File: src/rtl/serial_matrix_stream_decoder.sv
// serial_matrix_stream_decoder
// Assembles a DIM x DIM complex matrix from a serial stream of signed cells
// into one of two banks, then presents it to the consumer with a done/ack
// handshake. One bank fills while the other is presented.
module serial_matrix_stream_decoder #(
  parameter int NUMBER_BITS = 37,
  parameter int DIM         = 2,
  parameter int IDX_BITS    = 2 * $clog2(DIM) + 1
) (
  input  logic                          clk,
  input  logic                          reset,
  input  logic signed [NUMBER_BITS-1:0] matrix_cell,
  input  logic                          ready,
  output logic                          accept,
  output logic signed [NUMBER_BITS-1:0] matrix [0:DIM-1][0:DIM-1][0:1],
  output logic                          done,
  input  logic                          ack,
  output logic                          overrun,
  output logic [15:0]                   matrices_loaded
);

  localparam int L = $clog2(DIM);
  localparam logic [IDX_BITS-1:0] LAST_INDEX = IDX_BITS'(2 * DIM * DIM - 1);

  // ST_PEND: the fill bank is complete but the consumer still holds the
  // other bank, so no further cells can be taken.
  typedef enum logic {ST_FILL, ST_PEND} fill_state_e;

  fill_state_e             state_q, state_d;
  logic [IDX_BITS-1:0]     fill_index_q, fill_index_d;
  logic                    fill_sel_q, fill_sel_d;
  logic                    done_q, done_d;
  logic                    overrun_q, overrun_d;
  logic [15:0]             count_q, count_d;

  logic signed [NUMBER_BITS-1:0] bank_q [0:1][0:DIM-1][0:DIM-1][0:1];
  logic signed [NUMBER_BITS-1:0] bank_d [0:1][0:DIM-1][0:DIM-1][0:1];

  logic [L-1:0] wr_row;
  logic [L-1:0] wr_col;
  logic         wr_im;
  logic         take;
  logic         ack_seen;
  logic         out_sel;

  // Cell index is {row, col, re/im}, so the write address is a bit split.
  assign wr_row   = fill_index_q[IDX_BITS-1 -: L];
  assign wr_col   = fill_index_q[L -: L];
  assign wr_im    = fill_index_q[0];

  assign accept   = (state_q != ST_PEND);
  assign take     = ready && accept;
  assign ack_seen = done_q && ack;
  assign out_sel  = ~fill_sel_q;

  assign done            = done_q;
  assign overrun         = overrun_q;
  assign matrices_loaded = count_q;

  // Next-state: cell capture, bank swap on completion or ack, done handshake.
  always_comb begin
    state_d      = state_q;
    fill_index_d = fill_index_q;
    fill_sel_d   = fill_sel_q;
    done_d       = done_q;
    overrun_d    = overrun_q;
    count_d      = count_q;
    bank_d       = bank_q;

    if (ready && !accept) begin
      overrun_d = 1'b1;
    end

    if (state_q == ST_PEND) begin
      if (ack_seen) begin
        fill_sel_d   = ~fill_sel_q;
        state_d      = ST_FILL;
        fill_index_d = '0;
        count_d      = count_q + 16'd1;
      end
    end else begin
      if (take) begin
        bank_d[fill_sel_q][wr_row][wr_col][wr_im] = matrix_cell;
      end
      if (take && (fill_index_q == LAST_INDEX)) begin
        if (!done_q || ack) begin
          fill_sel_d   = ~fill_sel_q;
          done_d       = 1'b1;
          fill_index_d = '0;
          count_d      = count_q + 16'd1;
        end else begin
          state_d = ST_PEND;
        end
      end else begin
        if (take) begin
          fill_index_d = fill_index_q + IDX_BITS'(1);
        end
        if (ack_seen) begin
          done_d = 1'b0;
        end
      end
    end
  end

  // Control registers; reset discards any partial or pending matrix.
  always_ff @(posedge clk) begin
    if (reset) begin
      state_q      <= ST_FILL;
      fill_index_q <= '0;
      fill_sel_q   <= 1'b0;
      done_q       <= 1'b0;
      overrun_q    <= 1'b0;
      count_q      <= '0;
    end else begin
      state_q      <= state_d;
      fill_index_q <= fill_index_d;
      fill_sel_q   <= fill_sel_d;
      done_q       <= done_d;
      overrun_q    <= overrun_d;
      count_q      <= count_d;
    end
  end

  // Matrix storage is deliberately left unreset; contents are only
  // meaningful once done has been raised.
  always_ff @(posedge clk) begin
    bank_q <= bank_d;
  end

  // The presented matrix is simply the bank not currently being filled.
  always_comb begin
    matrix = bank_q[out_sel];
  end

endmodule

File: config.mk
export PLATFORM = sky130hd
export DESIGN_NAME = serial_matrix_stream_decoder
export DESIGN_NICKNAME = d
export VERILOG_FILES = /design/src/rtl/serial_matrix_stream_decoder.sv
export SDC_FILE = /design/constraint.sdc
export NUM_CORES = 1
export LEC_CHECK = 0
export CAP_MARGIN = 20
export CORE_MARGIN = 2
export CORE_UTILIZATION = 40
export CTS_CLUSTER_DIAMETER = 30
export DETAILED_ROUTE_END_ITERATION = 16
export DONT_BUFFER_PORTS = 1
export SLEW_MARGIN = 40
export SYNTH_ARGS = -nofsm -noshare
export SYNTH_HDL_FRONTEND = slang
export SYNTH_SLANG_ARGS = --single-unit
File: constraint.sdc
create_clock -name clk -period 5.52 [get_ports clk]
set_clock_uncertainty 0.2 [all_clocks]
set_input_delay 0.552 -clock clk [delete_from_list [all_inputs] [get_ports clk]]
set_output_delay 0.552 -clock clk [all_outputs]
set_load 0.05 [all_outputs]
Word level (Yosys, flattened, before mapping) --
Cells that the tools add are included. W data, S select, Z words.
Word-level totals: bits in writable memories 0, register bits after elaboration 615, memories kept 0, input port bits 41, bits in latches 0, output and inout port bits 315, logic and storage cells 94, ROM bits 0
Operators by class: $lt $le $gt $ge 9, mux-type cells 32, $mul 0, bitwise gates (word level) 7, shift operators 0, divide/modulo/power cells 0, add/sub/neg operators 2, reduce and logical (&&, ||, !) cells 18, equal/unequal tests 4
Operators with widths (count):
- $mux W296 | 4
- $bwmux W592 | 1
- $demux W296 S1 | 1
- $demux W148 S1 | 1
- $mux W148 | 1
- $demux W74 S1 | 1
- $mux W74 | 1
- $mux W16 | 4
- $demux W37 S1 | 1
- $mux W37 | 1
- $add A16 B1 Y16 const B | 1
- $mux W3 | 5
- $mux W1 | 11
- $ge A2 B2 Y1 const B | 5
- $not A1 Y2 | 5
- $reduce_and A3 Y1 | 3
- $logic_and A1 B1 Y1 | 8
- $lt A2 B1 Y1 const B | 4
- $reduce_bool A2 Y1 | 3
- $ne A2 B1 Y1 const B | 2
- $add A3 B1 Y3 const B | 1
- $eq A3 B3 Y1 const B | 1
- $ne A3 B2 Y1 const B | 1
- $reduce_bool A3 Y1 | 1
- 4 further kinds | 5

Depth between registers and ports, before layout --
Gate-level depths: netlist of run 1.
word-level depth 12, depth in mapped cells 8

Least setup slack after synthesis of run 1 --
OpenSTA, ideal clock, no wires.
path type in2reg, start input ready, end register bank_q[481] (netlist name) (enable), path buffers 1, arrival 3.460 ns, slack 1.383 ns, stages on the path 4, required time 4.843 ns, path through and2b_1 -> buf_2 -> nand2_1 -> nor3_1
On the way: cells in the longest elaborated chain, start to end 2
Ends and longest elaborated chain:
- from (decl) | line 13 | input logic ready,
- $logic_and A1 B1 Y1 | line 52 | assign take = ready && accept;
- $reduce_and A2 Y1 (no source line)
- to (signal assigned) | line 127 | bank_q <= bank_d;
- to (decl) | line 36 | logic signed [NUMBER_BITS-1:0] bank_q [0:1][0:DIM-1][0:DIM-1][0:1];
Every way passes these cells. A chain may end at the register's enable or synchronous reset.

==> results of run 1 <==
==> sequential cells by signal (all words and copies together) (netlist names) <==
signal,cells
fill_index_q,3
bank_q,592
fill_sel_q,1
overrun,1
done,1
state_q,1
matrices_loaded,16
==> synthesized netlist by cell type (2+ instances only) <==
library cell  number
edfxtp_1         592
mux2_2           297
nor2_1            25
buf_2             24
dfxtp_1           23
nand2_1           14
a21oi_1           11
clkbuf_1          11
ha_1               7
inv_1              5
o21ai_0            5
o31ai_1            5
or4_1              5
xor2_1             5
and4_1             4
o2111ai_1          4
or3_1              4
and2_1             3
and3_1             3
nand3_1            3
nor3_1             3
buf_1              2
buf_4              2
xnor2_1            2
==> kinds of logic after synthesis <==
group / Yosys count
AOI/OAI and AO/OA: 31
xor gates and xnor gates: 7
adders and majority gates: 7
buffers and inverters: 45
DFF: 615
muxes: 298
and+or+nand+nor: 72
==> area by class of cell <==
class | count | share of cell area (%)
inverters | 5 | 0.0664
clock inverters | 84 | 3.97
clock buffers | 128 | 10.4
multi-input cells | 415 | 14.8
well taps | 756 | 3.35
repair buffers | 71 | 2.81
flip-flops and latches | 615 | 64.6
==> metal layers <==
layer  GRT usage [%]  part of all wire, %
met2            29.4                   49
met3            7.69                  9.3
met4            6.53                  2.3
met1            21.9                   40
met5               0                0.050
==> critical path, stage by stage, from the launching register on <==
cell     delay, ps
dfxtp_4        700
buf_4          570
buf_6          570
mux2_2         540
==> worst paths after layout <==
check,startpoint,endpoint,cells after the start
worst min register to register,fill_index_q[1],fill_index_q[1],2
worst max register to register,fill_sel_q,bank_q[12],3
worst min-delay path,ack,fill_index_q[1],3
worst max-delay path,fill_sel_q,matrix[38],3
==> metrics by stage <==
| step | cell area (sq um) | setup slack [ps] | hold slack (ps) |
|---|---|---|---|
| 2_1_floorplan | 22500 | 1380 | 304 |
| 3_3_place_gp | 23600 | 2220 | 339 |
| 3_5_place_dp | 23700 | 2110 | 380 |
| 4_1_cts | 28200 | 1410 | 36.6 |
| 5_1_grt | 28300 | 1510 | 79.8 |
| 6_report | 28300 | 1670 | 88.9 |
==> repair_timing <==
action | 4_1_cts | 5_1_grt
buffers inserted | 0 | 0
resized for setup | 0 | 0
endpoints found under the hold margin | 615 | 0
hold buffers | 40 | 0
==> power by group through the flow <==
stage / Combinational [mW] / Sequential, mW / Clock (mW)
final: 0.136 / 5.18 / 7.20
after global placement: 0.0506 / 5.27 / 0
after floorplan: 0.0257 / 5.27 / 0
after detailed placement: 0.0525 / 5.27 / 0
after CTS: 0.139 / 5.18 / 7.31
after global routing: 0.150 / 5.18 / 7.54
==> run_results.csv, run 1 <==
group,metric,value,unit
clock_network,cts_tree,"yes",
grt,grt_pass1_vias,10700,
clock_network,clock_path_buffers,3,
clock_network,cts_sinks,615,
place,dp_hpwl,33.4,mm
floorplan,initial_core_util,40.2,%
timing,slew_headroom,47.4,%
route,ant_nets,0,
pwr,p_leak,9.16,nW
pwr,powerDensity,443,mW/mm^2
grt,antenna_found_initial,2,
route,vias_per_cell,5.07,
synthesis,synthXorXnorAreaFrac,0.272,%
synthesis,ys_top_cells_by_area,"edfxtp_1 79%, mux2_2 15%, dfxtp_1 2.0%",
pwr,ir_worst_vdd,0.283,mV
synthesis,synth_top_cell_by_area,"edfxtp_1",
flow_run,maxCapViolations,0,
synthesis,async_flop_share,0,%
pwr,total_switching_power,2.47,mW
timing,grt_setup_unrepaired,"no",
cells_and_area,layout_commonest_cell,"edfxtp_1",
synthesis,synth_simple_gate_area_share,1.63,%
clock_network,ctsRootBufferMaster,"clkbuf_16",
clock_network,numCtsBuffers,113,
route,first_pass_iters,5,
critical_path,path_class,"flop to output port",
synthesis,synth_edf_count,592,
clock_network,clkLatencyLatePin,640,ps
route,drc_errors,0,
cells_and_area,seq_area,0.0182,sq mm
synthesis,yosys.cell_types.count,40,
pwr,pwr-share-seq,41.4,%
critical_path,end_kind,"output port",
cells_and_area,drive_gt1_share,41.4,%
critical_path,crit_required,4770,ps
floorplan,die_w,241,um
status,status,"finished, final reports clean",
floorplan,core,0.0561,sq mm
synthesis,synth_top_cell_area_share,78.9,%
place,port_buffers,0,
synthesis,synth_top_family_by_area,"multiplexers",
cells_and_area,most-common-layout-cells,"592 x edfxtp_1, 297 x mux2_2, 116 x clkbuf_16",
timing,hold_viol_final,0,
cells_and_area,multiInputGateArea,0.00418,sq mm
floorplan,io_pins,356,
cells_and_area,fin_cells,2074,
pwr,internal_power,10.0,mW
route,wl_per_cell,26.1,um
cells_and_area,syn_to_final_growth,25.3,%
timing,worst_slew_pin_slew,788,ps
timing,setup_viol_count_final,0,
timing,fmax,0.260,GHz
synthesis,synthAdderAreaFrac,0.389,%
critical_path,cp-start-kind,"flop",
pwr,power.total,12.5,mW
timing,min_period,3850,ps
synthesis,yosys_warnings,0,
route,drtIter0Drc,731,
pwr,switching_share,19.7,%
synthesis,synth_compound_area_share,0.971,%
timing,slew_violations,0,
grt,overflow,0,
route,vias,10500,
floorplan,die_height,241,um
synthesis,syn_inst,1075,
synthesis,yosysSeqAreaShare,80.9,%
synthesis,synth_nets,1123,
grt,grt_max_degree,158,
grt,track_usage,18.2,%
floorplan,dieArea,0.0583,sq mm
place,gp_congestion,0.833,
timing,min_period_over_period,69.8,%
cells_and_area,antenna_cells,0,
pwr,p_clk_share,57.5,%
cells_and_area,nets,1269,
synthesis,syn_area,0.0225,sq mm
synthesis,postSynthAreaPerCell,21.0,sq um
critical_path,r2r_setup_slack,2450,ps
synthesis,synth_seq_cells,615,
critical_path,critPathMaxFanout,76,
clock_network,h-tree-depth,3,
critical_path,crit_arrival,3100,ps
synthesis,ys.flop_type,"edfxtp_1",
grt,grt_pass1_wl,75.0,mm
route,wl,54.0,mm
clock_network,clkTransAtPathRegs,50,ps
timing,tns,0,ps
place,place_inst,1820,
worst_hold_path,min_path_type,"input port to flop",
pwr,p_comb_share,1.1,%
cells_and_area,fillers,4416,
floorplan,rows,87,
cells_and_area,final_util,50.4,%
synthesis,muxShareOfSynthArea,14.9,%
No activity file was read; power rests on OpenSTA's default activity.
==> inputs of run 2 (changes only) <==
Clock period 5.52 ns to 3.3 ns, I/O delays scaled along.
==> run 2 against run 1 <==
Net effect: combinational power increased by 67%; count of clock-buffer cells in the layout increased by 7; routed wire length hardly changed; largest power group unchanged; highest routed layer is now met4.
==> run_results.csv, run 2 (synthesis gave the netlist of run 1 again) <==
group,metric,value,unit
clock_network,clkTransAtPathRegs,50,ps
cells_and_area,fillers,4503,
grt,antenna_found_initial,0,
cells_and_area,largest_reg_flops,592,
cells_and_area,syn_to_final_growth,24.4,%
cells_and_area,multiInputGateArea,0.00418,sq mm
cells_and_area,most-common-layout-cells,"592 x edfxtp_1, 297 x mux2_2, 116 x clkbuf_16",
route,wl,54.0,mm
critical_path,critPathLaunch,"fill_sel_q",
grt,track_usage,18.3,%
critical_path,r2r_setup_slack,810,ps
timing,fmax,0.344,GHz
route,ant_nets,0,
place,gp_congestion,0.777,
cells_and_area,fin_cells,2077,
floorplan,die_height,241,um
clock_network,cts_sinks,615,
clock_network,cts-resized-gates,0,
critical_path,crit_required,2770,ps
critical_path,path_class,"flop to output port",
clock_network,postCtsSetupBuffers,0,
grt,overflow,0,
worst_hold_path,min_path_type,"input port to flop",
pwr,ir_worst_vdd,0.515,mV
floorplan,core,0.0561,sq mm
timing,grt_setup_unrepaired,"no",
cells_and_area,nets,1277,
cells_and_area,layout_commonest_cell,"edfxtp_1",
clock_network,ctsRootBufferMaster,"clkbuf_16",
timing,hold_ws,271,ps
clock_network,clock_path_buffers,3,
flow_run,maxCapViolations,0,
place,place_inst,1829,
clock_network,cts.hold.buffers_added,40,
status,status,"finished, final reports clean",
route,drc_errors,0,
critical_path,reg2reg_to,"matrices_loaded[15]",
grt,grt_pass1_vias,11000,
critical_path,crit_path_end,"matrix[98]",
critical_path,r2r_start,"fill_index_q[0]",
grt,grt_max_degree,134,
grt,grt_pass1_wl,75.6,mm
timing,slew_violations,0,
cells_and_area,antenna_cells,0,
clock_network,numCtsBuffers,113,
clock_network,cts_tree,"yes",
critical_path,cp-start-kind,"flop",
clock_network,h-tree-depth,3,
critical_path,crit_arrival,2380,ps
route,first_pass_iters,5,
route,drtIter0Drc,612,
floorplan,rows,87,
timing,worst_slew_pin_slew,812,ps
pwr,power.total,20.3,mW
timing,fin_ws,390,ps
critical_path,ff2ff_path_depth,6,
place,dp_hpwl,31.6,mm
timing,min_period,2910,ps
route,vias,10600,
floorplan,die_w,241,um
timing,min_period_over_period,88.2,%
clock_network,clkLatencyLatePin,640,ps
cells_and_area,final_util,50.0,%
cells_and_area,seq_area,0.0182,sq mm
place,place_ws,809,ps
place,port_buffers,0,
route,vias_per_cell,5.12,
floorplan,initial_core_util,40.2,%
timing,setup_viol_count_final,0,
critical_path,critPathMaxFanout,58,
timing,hold_viol_final,0,
floorplan,dieArea,0.0583,sq mm
pwr,powerDensity,724,mW/mm^2
cells_and_area,regMostFlops,"bank_q",
cells_and_area,drive_gt1_share,40.9,%
pwr,p_leak,9.12,nW
route,wl_per_cell,26.0,um
floorplan,io_pins,356,
timing,slew_headroom,45.9,%
critical_path,end_kind,"output port",
run 2: changes by cell type in the layout (fill, tap and decap cells not counted), sizes merged:
cell / previous run / this run
clkbuf: 128 / 135
buf: 32 / 39
clkinv: 31 / 39
bufinv: 21 / 15
clkinvlp: 18 / 9
inv: 19 / 14
dlygate4sd3: 39 / 40
run 2: how the worst min path moves through the flow:
stage,endpoint,startpoint,slack [ps],depth (start not counted)
4_1_cts,overrun,ready,240,3
3_5_place_dp,fill_sel_q,reset,200,1
2_1_floorplan,done,reset,200,1
3_3_place_gp,fill_sel_q,reset,200,1
6_report,overrun,ready,270,3
5_1_grt,overrun,ready,290,3
run 2: power by group:
| group | switching [mW] | internal [mW] |
|---|---|---|
| logic | 0.180 | 0.0476 |
| registers | 0.0146 | 8.65 |
| clock network | 3.77 | 7.66 |
| total | 3.96 | 16.4 |
run 2: cell type report:
| cell class | count | area share (%) |
|---|---|---|
| sequential | 615 | 65.0 |
| multi-input combinational | 415 | 14.9 |
| clock buffer | 135 | 10.7 |
| tap | 756 | 3.37 |
| clock inverter | 72 | 2.99 |
| timing repair buffer | 79 | 2.86 |
| inverter | 5 | 0.0669 |
run 2: per-layer routing:
metal	vias to the layer above	track usage, %	share of wire (%)
met4	0	6.34	2.1
met2	356	30.0	49
met3	82	6.40	7.8
li1	4617	-	-
met1	5575	22.5	41
met5	-	0	0
run 2: critical path: stages, from the launching register on:
cell	delay (ps)
dfxtp_4	460
buf_4	670
mux2_2	550
run 2: stage by stage:
stage | cell area, sq um | setup TNS (ps)
2_1_floorplan | 22600 | -90390
3_3_place_gp | 23800 | 0
3_5_place_dp | 23800 | 0
4_1_cts | 28000 | 0
5_1_grt | 28000 | 0
6_report | 28000 | 0
==> inputs of run 3 (changes only) <==
Settings changed: SLEW_MARGIN 40 to 20.
==> run 3 against run 2 <==
Net effect: cell area about the same; largest power group unchanged; total power about the same; highest routed layer unchanged; die area unchanged.
==> run_results.csv, run 3 (synthesis gave the netlist of run 1 again) <==
group,metric,value,unit
cells_and_area,antenna_cells,0,
route,vias_per_cell,5.11,
critical_path,cp_top_family,"buffers and inverters",
critical_path,crit_buf_inv,1,
timing,fin_ws,384,ps
floorplan,die_w,241,um
grt,grt_pass1_wl,75.6,mm
timing,setup_viol_count_final,0,
route,drtIter0Drc,634,
critical_path,r2r_setup_slack,800,ps
grt,antenna_found_initial,0,
critical_path,critPathSlowestCell,"buf_4",
route,drc_errors,0,
critical_path,path_class,"flop to output port",
flow_run,maxCapViolations,0,
critical_path,r2r_start,"done",
grt,grt_max_degree,134,
critical_path,crit_path_end,"matrix[19]",
clock_network,numCtsBuffers,113,
timing,fmax,0.343,GHz
critical_path,reg2reg_to,"matrices_loaded[15]",
place,dp_hpwl,31.6,mm
status,status,"finished, final reports clean",
cells_and_area,largest_reg_flops,592,
timing,min_period,2920,ps
place,gp_congestion,0.777,
route,first_pass_iters,5,
floorplan,die_height,241,um
clock_network,clock_path_buffers,3,
clock_network,postCtsSetupBuffers,0,
pwr,p_leak,9.12,nW
route,vias,10600,
clock_network,clkLatencyLatePin,650,ps
cells_and_area,most-common-layout-cells,"592 x edfxtp_1, 297 x mux2_2, 116 x clkbuf_16",
pwr,ir_worst_vdd,0.515,mV
place,dpl-instance-area,0.0238,sq mm
cells_and_area,syn_to_final_growth,24.4,%
timing,min_period_over_period,88.4,%
cells_and_area,fin_cells,2076,
critical_path,crit_arrival,2390,ps
grt,track_usage,18.3,%
floorplan,core,0.0561,sq mm
worst_hold_path,min_path_type,"input port to flop",
critical_path,end_kind,"output port",
clock_network,cts_tree,"yes",
cells_and_area,layout_commonest_cell,"edfxtp_1",
critical_path,cp-start-kind,"flop",
floorplan,dieArea,0.0583,sq mm
critical_path,cp_num_cells,2,
grt,overflow,0,
pwr,powerDensity,725,mW/mm^2
route,ant_nets,0,
clock_network,cts_sinks,615,
cells_and_area,drive_gt1_share,40.8,%
timing,slew_violations,0,
route,wl_per_cell,26.1,um
clock_network,cts.hold.buffers_added,40,
clock_network,clkTransAtPathRegs,50,ps
floorplan,initial_core_util,40.2,%
timing,hold_viol_final,0,
floorplan,io_pins,356,
floorplan,rows,87,
place,place_inst,1829,
clock_network,cts-resized-gates,0,
grt,grt_pass1_vias,11000,
cells_and_area,regMostFlops,"bank_q",
cells_and_area,fillers,4501,
cells_and_area,nets,1276,
critical_path,critPathMaxStageDelay,670,ps
critical_path,crit_chain,"buf_4 > mux2_2",
timing,hold_ws,280,ps
timing,slew_headroom,41.8,%
critical_path,critPathLaunch,"fill_sel_q",
route,wl,54.1,mm
cells_and_area,final_area,0.0280,sq mm
clock_network,h-tree-depth,3,
critical_path,critPathMaxFanout,58,
critical_path,ff2ff_path_depth,4,
critical_path,crit_required,2770,ps
place,place_ws,809,ps
timing,worst_slew_pin_slew,871,ps
place,port_buffers,0,
timing,grt_setup_unrepaired,"no",
clock_network,ctsRootBufferMaster,"clkbuf_16",
-- run 3: cell count changes in the layout (fill, tap and decap cells not counted) --
cell / before / now
buf_2: 1 / 0
-- run 3: worst min path at each step --
stage / from / depth (start not counted) / to / slack (ps)
floorplan: reset / 1 / done / 200
global placement: reset / 1 / fill_sel_q / 200
detailed placement: reset / 1 / fill_sel_q / 200
CTS: ready / 3 / overrun / 240
global route: ready / 3 / overrun / 290
finish: ready / 3 / overrun / 280
-- run 3: layer usage --
layer / vias to the layer above / wire, um / GRT usage, %
li1: 4611 / - / -
met1: 5553 / 22100 / 22.5
met2: 352 / 26500 / 30.0
met3: 84 / 4350 / 6.40
met4: 0 / 1180 / 6.34
met5: - / 0 / 0
-- run 3: per-stage QoR --
| step | power, mW | util [%] | setup TNS (ps) |
|---|---|---|---|
| after floorplan | 8.86 | - | -90390 |
| after global placement | 8.90 | 42.4 | 0 |
| after detailed placement | 8.90 | 42.4 | 0 |
| after CTS | 20.5 | 50.0 | 0 |
| after global routing | 20.9 | 50.0 | 0 |
| final | 20.3 | 50.0 | 0 |
-- run 3: layout make-up --
type	count	area (sq um)	area share (%)
tap	756	946	3.37
timing repair buffer	78	798	2.85
inverter	5	18.8	0.0669
sequential	615	18200	65.1
multi-input combinational	415	4180	14.9
clock buffer	135	3010	10.7
clock inverter	72	838	2.99
-- run 3: report_power, final --
part / switching, mW / internal [mW]
registers: 0.0145 / 8.65
logic: 0.180 / 0.0472
clock network: 3.77 / 7.66
total: 3.97 / 16.4
-- run 3: worst min-delay path, delay by kind of cell --
family	cells	cell delay (ps)
AND/OR/NAND/NOR	1	90
buffers and inverters	1	590
AO/OA/AOI/OAI	1	80
